$ cat src/rtl/swd_xfer_ctl_pkg.sv
// Shared SWD constants: acknowledge codes understood by the bit engine and command
// controller, sequencer state encodings and the latched request layout.
package swd_xfer_ctl_pkg;

    localparam logic [2:0] ACK_OK    = 3'b001;
    localparam logic [2:0] ACK_WAIT  = 3'b010;
    localparam logic [2:0] ACK_FAULT = 3'b100;

    localparam logic [2:0] ST_IDLE  = 3'd0;
    localparam logic [2:0] ST_ISSUE = 3'd1;
    localparam logic [2:0] ST_RUN   = 3'd2;
    localparam logic [2:0] ST_EVAL  = 3'd3;
    localparam logic [2:0] ST_RESP  = 3'd4;

    typedef struct packed {
        logic        apndp;
        logic        rnw;
        logic [1:0]  addr32;
        logic [31:0] wdata;
    } swd_req_t;

    function automatic logic ack_is_ok(input logic [2:0] ack);
        return ack == ACK_OK;
    endfunction

    function automatic logic ack_is_wait(input logic [2:0] ack);
        return ack == ACK_WAIT;
    endfunction

endpackage

$ cat src/rtl/swd_xfer_ctl.sv
// SWD transfer sequencer: one DP/AP command in, engine frame(s) with WAIT retry, one result out.
// Latency: go one clock after accept; rsp_valid two clocks after the final engine idle.
// Backpressure: cmd_ready only in IDLE; result held stable in RESP until rsp_ready.
module swd_xfer_ctl
    import swd_xfer_ctl_pkg::*;
#(
    parameter int MAXRETRY_W = 16
) (
    input  logic                  clk,
    input  logic                  rst,
    input  logic [MAXRETRY_W-1:0] wait_retries,
    input  logic                  cmd_valid,
    output logic                  cmd_ready,
    input  logic                  cmd_apndp,
    input  logic                  cmd_rnw,
    input  logic [1:0]            cmd_addr32,
    input  logic [31:0]           cmd_wdata,
    input  logic                  abort,
    output logic                  if_go,
    output logic                  if_apndp,
    output logic                  if_rnw,
    output logic [1:0]            if_addr32,
    output logic [31:0]           if_dwrite,
    input  logic                  if_idle,
    input  logic [2:0]            if_ack,
    input  logic [31:0]           if_dread,
    input  logic                  if_perr,
    output logic                  rsp_valid,
    input  logic                  rsp_ready,
    output logic [2:0]            rsp_ack,
    output logic [31:0]           rsp_data,
    output logic                  rsp_perr,
    output logic [MAXRETRY_W-1:0] rsp_retries
);

    logic [2:0]            state;
    swd_req_t              req;
    logic [MAXRETRY_W-1:0] limit;
    logic [MAXRETRY_W-1:0] retries;
    logic                  retry_ok;

    // retries only advances while strictly below limit, so it can never wrap
    assign retry_ok = ack_is_wait(if_ack) && (retries < limit) && !abort;

    always_ff @(posedge clk or posedge rst) begin
        if (rst) begin
            state    <= ST_IDLE;
            req      <= '0;
            limit    <= '0;
            retries  <= '0;
            rsp_ack  <= 3'b000;
            rsp_data <= 32'h0;
            rsp_perr <= 1'b0;
        end else begin
            case (state)
                ST_IDLE: begin
                    if (cmd_valid) begin
                        req.apndp  <= cmd_apndp;
                        req.rnw    <= cmd_rnw;
                        req.addr32 <= cmd_addr32;
                        req.wdata  <= cmd_wdata;
                        limit      <= wait_retries;
                        retries    <= '0;
                        state      <= ST_ISSUE;
                    end
                end
                ST_ISSUE: begin
                    // engine acknowledges go by leaving idle; only then is the frame ours
                    if (!if_idle) begin
                        state <= ST_RUN;
                    end
                end
                ST_RUN: begin
                    if (if_idle) begin
                        state <= ST_EVAL;
                    end
                end
                ST_EVAL: begin
                    rsp_ack <= if_ack;
                    if (ack_is_ok(if_ack)) begin
                        rsp_data <= req.rnw ? if_dread : 32'h0;
                        rsp_perr <= req.rnw ? if_perr : 1'b0;
                        state    <= ST_RESP;
                    end else if (retry_ok) begin
                        retries <= retries + MAXRETRY_W'(1);
                        state   <= ST_ISSUE;
                    end else begin
                        rsp_data <= 32'h0;
                        rsp_perr <= 1'b0;
                        state    <= ST_RESP;
                    end
                end
                ST_RESP: begin
                    if (rsp_ready) begin
                        state <= ST_IDLE;
                    end
                end
                default: state <= ST_IDLE;
            endcase
        end
    end

    assign cmd_ready   = (state == ST_IDLE);
    assign if_go       = (state == ST_ISSUE);
    assign rsp_valid   = (state == ST_RESP);
    assign rsp_retries = retries;

    assign if_apndp  = req.apndp;
    assign if_rnw    = req.rnw;
    assign if_addr32 = req.addr32;
    assign if_dwrite = req.wdata;

endmodule

$ cat config.mk
export PLATFORM = sky130hd
export DESIGN_NAME = swd_xfer_ctl
export DESIGN_NICKNAME = d
export VERILOG_FILES = /design/src/rtl/swd_xfer_ctl_pkg.sv /design/src/rtl/swd_xfer_ctl.sv
export SDC_FILE = /design/constraint.sdc
export NUM_CORES = 1
export LEC_CHECK = 0
export ABC_AREA = 0
export CAP_MARGIN = 20
export CORE_MARGIN = 5
export CORE_UTILIZATION = 55
export CTS_CLUSTER_SIZE = 12
export DETAILED_ROUTE_END_ITERATION = 10
export DONT_BUFFER_PORTS = 1
export PLACE_DENSITY = 0.7
export SKIP_LAST_GASP = 1
export SYNTH_ARGS = -nofsm -noshare
export SYNTH_HDL_FRONTEND = slang
export SYNTH_SLANG_ARGS = --single-unit
$ cat constraint.sdc
create_clock -name clk -period 4.4 [get_ports clk]
set_input_delay 0.44 -clock clk [delete_from_list [all_inputs] [get_ports clk]]
set_output_delay 0.44 -clock clk [all_outputs]
set_load 0.1 [all_outputs]
# [After elaboration in Yosys (flattened, before gate mapping)]
# Index checks and enable logic that the tools add are counted.
[totals] word_cells=51 register_bits=107
[classes] n_eq_ne=13 n_lt_le_gt_ge=1 n_addsub=1 n_mux=17 n_reduce_logical=9
[ops] operator="$mux 32" count=3
[ops] operator="$mux 16" count=3
[ops] operator="$pmux 16 s2" count=1
[ops] operator="$mux 3" count=6
[ops] operator="$add 16x1->16 const B" count=1
[ops] operator="$lt 16x16->1" count=1
[ops] operator="$pmux 3 s5" count=1
[ops] operator="$ne 2x2->1 const B" count=5
[ops] operator="$eq 3x2->1 const B" count=3
[ops] operator="$reduce_and 4->1" count=2
[ops] operator="$eq 3x1->1 const B" count=2
[ops] operator="$ne 2x1->1 const B" count=2
[ops] operator="$reduce_and 2->1" count=2
[ops] operator="$eq 3x3->1 const B" count=1
[ops] operator="$logic_not 3->1" count=1
[ops] operator="$mux 1" count=3
[ops] operator="$logic_and 1x1->1" count=2
[ops] operator="$reduce_bool 2->1" count=1
[ops] operator="$logic_not 1->1" count=1

# [Logic depth before layout (Yosys ltp)]
# Gate-level depths: netlist of run 1.
[depth] word_depth=6 depth_mapped=10 mapped_depth_nobuf=8

# [Least setup slack after synthesis of run 1]
# OpenSTA, ideal clock, no wires.
[synth_path] path_type="register -> register" start="register state[2]" end="register retries[4] (netlist: rsp_retries[4])" path_stages_with_launch=8 n_path_buf=3 required_ns=4.237 slack_ns=0.656 t_arrival_ns=3.580 setup_ns=0.163 cell_sequence="dfrtp_1 > clkbuf_1 > nor3_1 > nand2_1 > clkbuf_1 > clkbuf_1 > o211ai_1 > o31ai_1"
[synth_between] elab_chain_cells=3 elab_cells_between_ends=8 classes_between="eq/ne (4); mux (1); reduce/logical (3)"
[synth_rtl] item="start: declaration" line_no="swd_xfer_ctl.sv:36" text="logic [2:0] state;"
[synth_rtl] item="start signal: assignment" line_no="swd_xfer_ctl.sv:47" text="state <= ST_IDLE;"
[synth_rtl] item="start signal: assignment" line_no="swd_xfer_ctl.sv:64" text="state <= ST_ISSUE;"
[synth_rtl] item="start signal: assignment" line_no="swd_xfer_ctl.sv:70" text="state <= ST_RUN;"
[synth_rtl] item="$logic_not 3->1 *"
[synth_rtl] item="named net cmd_ready" line_no="swd_xfer_ctl.sv:13" text="output logic cmd_ready,"
[synth_rtl] item="$ne 2x2->1 (no line) / $reduce_bool 2->1 (equally long branches)"
[synth_rtl] item="$reduce_and 4->1 (no line)"
[synth_rtl] item="end signal: assignment" line_no="swd_xfer_ctl.sv:85" text="retries <= retries + MAXRETRY_W'(1);"
[synth_rtl] item="end: declaration" line_no="swd_xfer_ctl.sv:39" text="logic [MAXRETRY_W-1:0] retries;"
# The timed path passes the listed nets; every way through them passes the cells marked *.
# A chain may end at the register's enable or synchronous reset.

# [Final worst setup path of run 1]
[layout_path] start="register retries[10] (netlist: rsp_retries[10])" end="register rsp_data[23]"
[layout_between] elab_chain_cells=5
[layout_rtl] item="$lt 16x16->1" line_no="swd_xfer_ctl.sv:43" text="assign retry_ok = ack_is_wait(if_ack) && (retries < limit) && !abort;"
[layout_rtl] item="$logic_and 1x1->1 (2 in a row)" line_no="swd_xfer_ctl.sv:43"
[layout_rtl] item="$ne 2x1->1 (no line)"
[layout_rtl] item="$reduce_and 2->1 (no line)"
[layout_rtl] item="end signal: assignment" line_no="swd_xfer_ctl.sv:81" text="rsp_data <= req.rnw ? if_dread : 32'h0;"
[layout_rtl] item="end: declaration" line_no="swd_xfer_ctl.sv:31" text="output logic [31:0] rsp_data,"
# Every way passes these cells.

==> parameters.txt, run 1 <==
Parameter                              Value

Route
  DRC Markers    0
  Drt first pass iters    5
  Routed vias/inst    about 5.7
  Final routed wirelength across all metal layers    between 10,000 and 15,000 µm
  Average detailed-routed wire length per instance    18.28 µm
  Via count    between 3,000 and 4,000
  DR iter-0 viols    around 170
  Count of antenna-violating nets left after detailed routing    0

Synthesis
  Avg Synthesized Cell Area    10.02 µm²
  Total of warnings raised by yosys    0
  Mapped Cells    around 470
  Syn_nets    575
  FFs w/ async S/R, synth    100.0%
  Number of distinct library cells after synthesis    42
  Count of state elements after synthesis    107
  Seq/Total Area, Yosys    a little under three fifths
  Mapped cell area    4659 µm²
  Count of flip-flops with a built-in enable after synthesis    0
  Most used DFF post-synth    dfrtp_1

Floorplan
  Core outline area    8217 µm²
  Die Area    ~10,000 µm²
  Ports placed on the boundary    185
  Starting Density    between 50% and 60%
  Width of the die    102.0 µm
  Die boundary height    102.0 µm
  Num rows    33

Place
  Post-placement cell count    569
  Count of input and output buffers    0
  Cell area after placement    4900 µm²
  Total half-perimeter wirelength after legalization and detailed placement    slightly below 8000 µm
  Final weighted congestion in routability-driven placement    0.8022

Critical path
  Endpoint type of the worst setup path    flip-flop
  Crit start category    flip-flop
  Source of the critical timing path    rsp_retries[10]
  Worst-path fanout max    34
  Worst flop-to-flop path startpoint    rsp_retries[10]
  Type of the worst setup path    flip-flop to flip-flop
  Worst EP required    4.64 ns
  Arrival @ worst endpoint    a little over 3 ns
  Worst setup slack for register-to-register paths    1.56 ns

STA
  Period utilization    about 65%
  Layout Skew    0.01015 ns
  Max Slew Vio Count    0
  Total negative slack    0 ns
  Worst-case headroom to the max-slew limit    32.58%
  Maximum clock rate    351.7 MHz
  Final critical-path required period    2.844 ns
  RSZ-0062 raised after global routing    false
  Final setup violation count    0
  Slew @ Worst Pin    1.011 ns
  Final Hold Viols    0

Job
  Maxcap violations    0

Clocking
  Resize count post-CTS    0
  Total number of H-tree levels    3
  Buffer depth of the longest clock path    2
  Clock tree from TritonCTS    done
  Clock insertion delay at the later pin of the skew report    0.36 ns
  CTS Sinks    between 100 and 150
  Total clock buffers created by CTS    9
  Clock-pin slew of the registers on the worst-case setup and hold paths    roughly 0.10 ns
  CTS Root Buffer Type    clkbuf_8

Layout
  Total non-filler cell area in the finished layout    about 5100 µm²
  Leading cell types in the layout, fill and taps excluded    nand2_1, dfrtp_1, a22o_1
  Most common cell after layout, fill and taps aside    nand2_1
  Final standard cell count with taps included and fillers excluded    587
  Fraction of final layout cells sized beyond drive strength 1    10.17%
  Total number of nets in the final design    587
  P&R area growth vs syn    9.801%
  Diode count    0

Hold path
  Worst hold path class    primary input to flip-flop
  Hold wc startpoint    cmd_wdata[21]

Global route
  Number of global-route vias before repair    around 3,500
  Initial antenna violation count    0
  Maximum number of pins on one net before global-route repair    82
  GR Overflow Total    0
  Global-route wire length before repair    17,180 µm
  Global router's overall resource usage    20.96%

Outcome
  Result of the run    completed
[critical path: stages (launching register included)]
cell and delay, ns:
dfrtp_1 0.79, ha_1 0.50, nand2_1 0.07, or3_1 0.38, o21bai_4 0.39, nand2_1 0.10
buf_4 0.25, a22o_1 0.23
[repair_timing]
item	in CTS	in global routing
setup buffers	0	0
hold endpoints to repair	0	34
hold buffers	0	1
[kinds of logic (layout without fill, tap and decap cells)]
| kind of cell | count (synthesis) | in the layout | share of synthesized area, % |
|---|---|---|---|
| DFF | 107 | 107 | 57.47 |
| muxes | 7 | 7 | 1.504 |
| AOI/OAI and AO/OA | 84 | 84 | 13.43 |
| and+or+nand+nor | 209 | 209 | 19.52 |
| adders and majority gates | 16 | 16 | 4.296 |
| buffers and inverters | 42 | 59 | 3.786 |
[metrics by stage]
stage | utilization (%) | hold WS (ns) | setup WS [ns]
finish | 62.27 | 0.1761 | 1.556
global route | 62.27 | 0.1438 | 1.415
global placement | 59.63 | 0.4519 | 1.667
CTS | 61.90 | 0.1601 | 1.550
floorplan | - | 0.4379 | 0.6562
detailed placement | 59.63 | 0.4566 | 1.572
[cells in the mapped netlist, types with 5 or more instances]
master	count	area, µm²
ha_1	16	200.2
buf_2	9	45.04
nand2_1	157	589.3
a21oi_1	13	65.06
mux2i_1	7	70.07
nor2_1	9	33.78
inv_1	19	71.32
a22o_1	33	289.0
nand3_1	7	35.03
or3_1	5	31.28
o31ai_1	7	52.55
dfrtp_1	107	2678
o21ai_0	20	100.1
or4_1	5	37.54
clkbuf_1	9	33.78
[registers in the layout, summed over array words and instances, names as in the netlist]
| name | flops |
|---|---|
| rsp_retries | 16 |
| if_rnw | 1 |
| state | 3 |
| rsp_ack | 3 |
| if_apndp | 1 |
| rsp_perr | 1 |
| if_addr32 | 2 |
| if_dwrite | 32 |
| limit | 16 |
| rsp_data | 32 |
[per-layer routing]
metal	share of wire (%)	track usage [%]	up-vias	routed length, µm
li1	-	-	1602	-
met1	40	27.09	1551	4318
met2	47	32.88	154	4989
met3	12	9.010	15	1293
met4	1.2	5.146	0	127
met5	0	0	-	0
[path summary, 6_finish.rpt]
kind                            endpoint  cells past startpoint
setup / recovery            rsp_data[23]                      7
hold / removal             if_dwrite[21]                      2
setup reg to reg            rsp_data[23]                      7
hold reg to reg                 limit[0]                      2
max in group asynchronous         if_rnw                      4
min in group asynchronous  if_dwrite[25]                      2
[cell type report]
type,count,area [µm²]
clock buffer,11,141.4
clock inverter,5,45.04
fill,664,3100
inverter,19,73.82
multi-input combinational,316,1817
sequential,107,2678
tap,105,131.4
timing repair buffer,24,230.2
Power of run 1 is left out: the tool's default activity adds up to more than one toggle a clock period on the data nets, which glitch-free logic cannot reach.
==> run 2: changes to the inputs <==
==> constraint.sdc (replaced) <==
create_clock -name clk -period 2.92 [get_ports clk]
set_input_delay 0.292 -clock clk [delete_from_list [all_inputs] [get_ports clk]]
set_output_delay 0.292 -clock clk [all_outputs]
set_load 0.1 [all_outputs]
==> parameters.txt, run 2 (synthesized netlist as in run 1, its figures left out) <==
Parameter                              Value

Outcome
  Result of the run    completed (unchanged)

Floorplan
  Die boundary height    102.0 µm (unchanged)
  Die Area    10,410 µm² (unchanged)
  Width of the die    102.0 µm (unchanged)
  Ports placed on the boundary    185 (unchanged)
  Num rows    33 (unchanged)
  Core outline area    8217 µm² (unchanged)
  Starting Density    56.71% (unchanged)

Critical path
  Worst EP required    3.16 ns (was 4.64 ns)
  Type of the worst setup path    flip-flop to flip-flop (unchanged)
  Arrival @ worst endpoint    2.69 ns (was 3.08 ns)
  Endpoint type of the worst setup path    flip-flop (unchanged)
  Worst-path fanout max    34 (unchanged)
  Crit start category    flip-flop (unchanged)

STA
  Worst-case headroom to the max-slew limit    37.30% (was 32.58%)
  Max Slew Vio Count    0 (unchanged)
  Final setup violation count    0 (unchanged)
  RSZ-0062 raised after global routing    false (unchanged)
  Total negative slack    0 ns (unchanged)
  Slew @ Worst Pin    0.9405 ns (was 1.011 ns)
  Maximum clock rate    408.2 MHz (was 351.7 MHz)
  Period utilization    83.89% (was 64.63%)
  Layout Skew    0.01199 ns (was 0.01015 ns)
  Final Hold Viols    0 (unchanged)
  Final critical-path required period    2.450 ns (was 2.844 ns)

Route
  Final routed wirelength across all metal layers    11,070 µm (was 10,730 µm)
  Drt first pass iters    4 (was 5)
  DRC Markers    0 (unchanged)
  DR iter-0 viols    170 (was 167)
  Count of antenna-violating nets left after detailed routing    0 (unchanged)
  Via count    3,379 (was 3,322)
  Average detailed-routed wire length per instance    18.73 µm (was 18.28 µm)
  Routed vias/inst    5.717 (was 5.659)

Clocking
  Total number of H-tree levels    3 (unchanged)
  Clock-pin slew of the registers on the worst-case setup and hold paths    0.11 ns (was 0.10 ns)
  # hold bufs at CTS    1 (was 0)
  Postcts setup bufs    0 (unchanged)
  Buffer depth of the longest clock path    2 (unchanged)
  Resize count post-CTS    0 (unchanged)
  Total clock buffers created by CTS    9 (unchanged)
  Clock tree from TritonCTS    done (unchanged)
  Clock insertion delay at the later pin of the skew report    0.36 ns (about the same)
  CTS Sinks    107 (unchanged)
  CTS Root Buffer Type    clkbuf_8 (unchanged)

Layout
  Leading cell types in the layout, fill and taps excluded    nand2_1, dfrtp_1, a22o_1 (unchanged)
  Final standard cell count with taps included and fillers excluded    591 (was 587)
  P&R area growth vs syn    10.20% (was 9.801%)
  Total number of nets in the final design    591 (was 587)
  Most common cell after layout, fill and taps aside    nand2_1 (unchanged)
  Util after Layout    62.49% (was 62.27%)
  Diode count    0 (unchanged)
  Total non-filler cell area in the finished layout    5135 µm² (was 5116 µm²)
  Fraction of final layout cells sized beyond drive strength 1    11.11% (was 10.17%)

Place
  Total half-perimeter wirelength after legalization and detailed placement    8292 µm (was 7754 µm)
  Post-placement cell count    574 (was 569)
  Cell area after placement    4941 µm² (was 4900 µm²)
  Count of input and output buffers    0 (unchanged)
  Final weighted congestion in routability-driven placement    0.8028 (was 0.8022)

Job
  Maxcap violations    0 (unchanged)

Global route
  GR Overflow Total    0 (unchanged)
  Initial antenna violation count    0 (unchanged)
  Number of global-route vias before repair    3,561 (was 3,468)
  Global router's overall resource usage    21.69% (was 20.96%)
  Global-route wire length before repair    17,770 µm (was 17,180 µm)
  Maximum number of pins on one net before global-route repair    58 (was 82)

Hold path
  Worst hold path class    primary input to flip-flop (unchanged)
## run 2: changes by cell type in the layout (fill, tap and decap cells not counted), sizes merged
cell | previous run | this run
buf | 21 | 27
clkbuf | 13 | 9
clkinvlp | 1 | 3
## run 2: cell type report
type                    count  area (µm²)
inverters                  19       75.07
repair buffers             28       237.7
multi-input cells         316        1829
fillers                   691        3082
clock buffers               9       123.9
well taps                 105       131.4
flip-flops and latches    107        2678
clock inverters             7       60.06
## run 2: per-stage QoR
stage	hold WS (ns)	worst slack, ns
after global placement	0.3709	0.6085
after CTS	0.003781	0.4665
after detailed placement	0.3771	0.4956
final	0.01810	0.4703
after floorplan	0.3974	0.1179
after global routing	0.002556	0.3417
## run 2: layer usage
metal | GRT usage, % | share of wire, %
met1 | 27.35 | 39
met2 | 35.53 | 49
met3 | 7.782 | 11
met4 | 6.155 | 0.91
met5 | 0 | 0
## run 2: path summary, 6_finish.rpt
path	end	startpoint	slack (ns)	cells after the start
min in group asynchronous	limit[12]	rst	0.58	2
worst max register to register	rsp_data[1]	rsp_retries[14]	0.47	7
worst min register to register	limit[0]	limit[0]	0.50	2
max in group asynchronous	limit[2]	rst	1.59	3
worst min-delay path	state[2]	rsp_ready	0.02	1
worst max-delay path	rsp_data[1]	rsp_retries[14]	0.47	7
## run 2: worst max-delay path, cell delays in order (launching register included)
cell and delay (ns):
dfrtp_1 0.41, ha_1 0.32, nand4_1 0.18, or3_1 0.44
o21bai_4 0.38, nand2_1 0.10, buf_4 0.26, a22o_1 0.24
Power of run 2 is left out for the same reason.
==> run 3: changes to the inputs <==
--- a/config.mk
+++ b/config.mk
@@ -5,14 +5,14 @@
 export SDC_FILE = /design/constraint.sdc
 export NUM_CORES = 1
 export LEC_CHECK = 0
-export ABC_AREA = 0
+export ABC_AREA = 1
 export CAP_MARGIN = 20
 export CORE_MARGIN = 5
 export CORE_UTILIZATION = 55
 export CTS_CLUSTER_SIZE = 12
 export DETAILED_ROUTE_END_ITERATION = 10
 export DONT_BUFFER_PORTS = 1
-export PLACE_DENSITY = 0.7
+export PLACE_DENSITY = 0.73
 export SKIP_LAST_GASP = 1
 export SYNTH_ARGS = -nofsm -noshare
 export SYNTH_HDL_FRONTEND = slang
==> constraint.sdc (replaced) <==
create_clock -name clk -period 2 [get_ports clk]
set_input_delay 0.2 -clock clk [delete_from_list [all_inputs] [get_ports clk]]
set_output_delay 0.2 -clock clk [all_outputs]
set_load 0.1 [all_outputs]
==> parameters.txt, run 3 <==
Parameter                              Value

Outcome
  Result of the run    completed (unchanged)

Power
  Combinational power share    64.2%
  Part of the power in registers    24.6%
  Switching share of total power    57.93%
  Switching component of the power    7.413 mW
  Final total power    12.80 mW
  Worst supply voltage drop on vdd    1.477 mV
  Share of total power in the clock network    ~11%
  Cell area power density    approximately 1700 nW/µm²
  Internal power contribution    5.383 mW
  Static leakage    3.719 nW

Synthesis
  Synth area leader    dfrtp_1 (unchanged)
  Share of synthesized area spent on multiplexers    0% (was 1.504%)
  Dominant combinational cell family by area after synthesis    simple AND/OR/NAND/NOR gates (unchanged)
  Adder-cell share of the synthesized area    3.843% (was 4.296%)
  Mapped cell area    5209 µm² (was 4659 µm²)
  Number of distinct library cells after synthesis    32 (was 42)
  Syn_nets    735 (was 575)
  Fraction of the mapped netlist area in simple logic gates    28.25% (was 19.52%)
  Cell types occupying the most area after synthesis    dfrtp_1, nand2_1, ha_1 (was dfrtp_1, nand2_1, a22o_1)
  Top cells by count, synth    nand2_1, dfrtp_1, inv_1, nor2_1, nand3_1 (was nand2_1, dfrtp_1, a22o_1, o21ai_0, inv_1)
  Mapped Cells    625 (was 465)
  Count of state elements after synthesis    107 (unchanged)
  Most used DFF post-synth    dfrtp_1 (unchanged)
  Proportion of netlist area held by the largest area contributor    51.41% (was 57.47%)
  Total of warnings raised by yosys    0 (unchanged)
  Avg Synthesized Cell Area    8.334 µm² (was 10.02 µm²)
  Count of flip-flops with a built-in enable after synthesis    0 (unchanged)
  Compound-gate portion of the synthesized area    7.735% (was 13.43%)
  Xor/xnor cell area share of the yosys netlist    1.513% (was 0%)
  FFs w/ async S/R, synth    100.0% (unchanged)
  Seq/Total Area, Yosys    51.41% (was 57.47%)
  Leading cell type by number of instances after synthesis    nand2_1 (unchanged)

Critical path
  Crit start category    flip-flop (unchanged)
  Critical register-to-register path endpoint    rsp_data[9] (was rsp_data[1])
  Type of the worst setup path    flip-flop to flip-flop (unchanged)
  Worst setup slack for register-to-register paths    0.02 ns (was 0.47 ns)
  Number of cells on the worst reg-to-reg path    12 (was 7)
  Dominant delay contributor by cell family on the critical path    simple AND/OR/NAND/NOR gates (unchanged)
  Arrival @ worst endpoint    2.28 ns (was 2.69 ns)
  Worst EP required    2.29 ns (was 3.16 ns)
  Bufs and invs on worst path    2 (was 1)
  Dominant cell type by count on the critical path    nand2_2
  Critical-path top delay cell    dfrtp_2 (was or3_1)
  Worst-path fanout max    7 (was 34)
  Worst flop-to-flop path startpoint    rsp_retries[6] (was rsp_retries[14])
  Cells traversed along the worst timing path    ha_1 -> nand2_2 -> nor2_1 -> nor3_2 -> nand2_2 -> nand2_2 -> nand4_1 -> buf_6 -> nand2_8 -> buf_12 -> nand2_1 -> o21ai_1 (was ha_1 -> nand4_1 -> or3_1 -> o21bai_4 -> nand2_1 -> buf_4 -> a22o_1)
  Maximum cell stage delay along the critical path    0.44 ns (about the same)
  Endpoint type of the worst setup path    flip-flop (unchanged)

Global route
  Global router's overall resource usage    28.33% (was 21.69%)
  GR Overflow Total    0 (unchanged)
  Global-route wire length before repair    25,710 µm (was 17,770 µm)
  Number of global-route vias before repair    5,271 (was 3,561)
  Initial antenna violation count    0 (unchanged)
  Maximum number of pins on one net before global-route repair    108 (was 58)

Clocking
  Clock tree from TritonCTS    done (unchanged)
  Total clock buffers created by CTS    9 (unchanged)
  CTS Root Buffer Type    clkbuf_8 (unchanged)
  CTS Sinks    107 (unchanged)
  Clock-pin slew of the registers on the worst-case setup and hold paths    0.11 ns (about the same)
  Clock insertion delay at the later pin of the skew report    0.37 ns (was 0.36 ns)
  Total number of H-tree levels    3 (unchanged)
  Buffer depth of the longest clock path    2 (unchanged)

Route
  Via count    5,173 (was 3,379)
  Highest Signal Layer    met4 (unchanged)
  Routed wl met3    1510 µm (was 1244 µm)
  DRC Markers    0 (unchanged)
  Count of antenna-violating nets left after detailed routing    0 (unchanged)
  Final routed wirelength across all metal layers    17,470 µm (was 11,070 µm)
  Average detailed-routed wire length per instance    18.41 µm (was 18.73 µm)
  Wl on met1    6332 µm (was 4293 µm)
  Drt first pass iters    5 (was 4)
  DR iter-0 viols    342 (was 170)
  Routed length on met2    9109 µm (was 5429 µm)
  Routed vias/inst    5.451 (was 5.717)

Layout
  Final standard cell count with taps included and fillers excluded    949 (was 591)
  Most common cell after layout, fill and taps aside    nand2_1 (unchanged)
  Total non-filler cell area in the finished layout    7700 µm² (was 5135 µm²)
  Leading cell types in the layout, fill and taps excluded    nand2_1, buf_4, dfrtp_1 (was nand2_1, dfrtp_1, a22o_1)
  Diode count    0 (unchanged)
  Total number of nets in the final design    925 (was 591)
  P&R area growth vs syn    47.83% (was 10.20%)
  Util after Layout    83.33% (was 62.49%)
  Fraction of final layout cells sized beyond drive strength 1    30.98% (was 11.11%)

Hold path
  Worst hold path class    primary input to flip-flop (unchanged)
  Hold wc startpoint    if_dread[11] (was rsp_ready)
  Worst hold path endpoint    rsp_data[11] (was state[2])
  Worst Hold Path Cells    2 (was 1)

STA
  Maximum clock rate    504.2 MHz (was 408.2 MHz)
  Period utilization    99.16% (was 83.89%)
  Worst-case headroom to the max-slew limit    62.05% (was 37.30%)
  Smallest hold slack    0.02536 ns (was 0.01810 ns)
  Layout Skew    0.007262 ns (was 0.01199 ns)
  Final Hold Viols    0 (unchanged)
  RSZ-0062 raised after global routing    true (was false)
  Final critical-path required period    1.983 ns (was 2.450 ns)
  Setup slack after layout    0.01675 ns (was 0.4703 ns)
  Slew @ Worst Pin    0.5692 ns (was 0.9405 ns)
  Final setup violation count    0 (unchanged)
  Total negative slack    0 ns (unchanged)
  Max Slew Vio Count    0 (unchanged)

Place
  Placement Setup Slack    -0.01744 ns (was 0.4956 ns)
  Post-placement cell count    832 (was 574)
  Count of input and output buffers    0 (unchanged)
  Cell area after placement    6242 µm² (was 4941 µm²)
  Total half-perimeter wirelength after legalization and detailed placement    9616 µm (was 8292 µm)
  Final weighted congestion in routability-driven placement    0.8621 (was 0.8028)

Floorplan
  Core outline area    9240 µm² (was 8217 µm²)
  Width of the die    107.3 µm (was 102.0 µm)
  Die Area    11,520 µm² (was 10,410 µm²)
  Starting Density    56.37% (was 56.71%)
  Num rows    35 (was 33)
  Ports placed on the boundary    185 (unchanged)
  Die boundary height    107.3 µm (was 102.0 µm)

Job
  Maxcap violations    0 (unchanged)
-- run 3: power by group through the flow --
stage / logic [mW] / clock network, mW / registers [mW]
after floorplan: 2.20 / 0 / 6.86
after detailed placement: 7.36 / 0 / 3.15
after global routing: 8.60 / 1.53 / 3.21
after global placement: 7.24 / 0 / 3.12
after CTS: 7.54 / 1.43 / 3.11
final: 8.21 / 1.43 / 3.15
-- run 3: cells by family (layout without fill, tap and decap cells) --
logic type,after synthesis,in the layout
AND/OR/NAND/NOR,355,357
flip-flops,107,107
buffers and inverters,75,268
AO/OA/AOI/OAI,63,63
adder cells (fa/ha/maj),16,16
XOR/XNOR,9,9
-- run 3: per-layer routing --
layer / GRT usage (%) / vias to the layer above
li1: - / 2346
met1: 32.56 / 2522
met2: 49.06 / 256
met3: 8.458 / 49
met4: 11.87 / 0
met5: 0 / -
-- run 3: final cells by class --
cell class / count / area (µm²)
clock inverter: 6 / 71.32
fill: 517 / 1540
sequential: 107 / 2698
clock buffer: 10 / 137.6
tap: 129 / 161.4
multi-input combinational: 445 / 2517
timing repair buffer: 205 / 1934
inverter: 47 / 180.2
-- run 3: repair_timing --
action | in CTS | in global routing
gates cloned | 0 | 8
setup endpoints to repair | 34 | 50
buffers inserted | 3 | 3
pin swaps | 1 | 10
gates resized for setup | 0 | 63
hold endpoints to repair | 193 | 0
hold buffers | 87 | 0
-- run 3: how the worst max path moves through the flow --
stage | start | to | slack (ns) | depth (start not counted)
final | rsp_retries[6] | rsp_data[9] | 0.02 | 12
after global routing | limit[9] | rsp_data[3] | -0.13 | 13
after CTS | limit[13] | rsp_data[10] | -0.02 | 12
after detailed placement | limit[13] | rsp_data[14] | -0.02 | 12
after global placement | rsp_retries[3] | rsp_data[10] | 0.1 | 10
after floorplan | rsp_retries[9] | rsp_data[3] | -0.04 | 12
No activity file was read; power rests on OpenSTA's default activity.
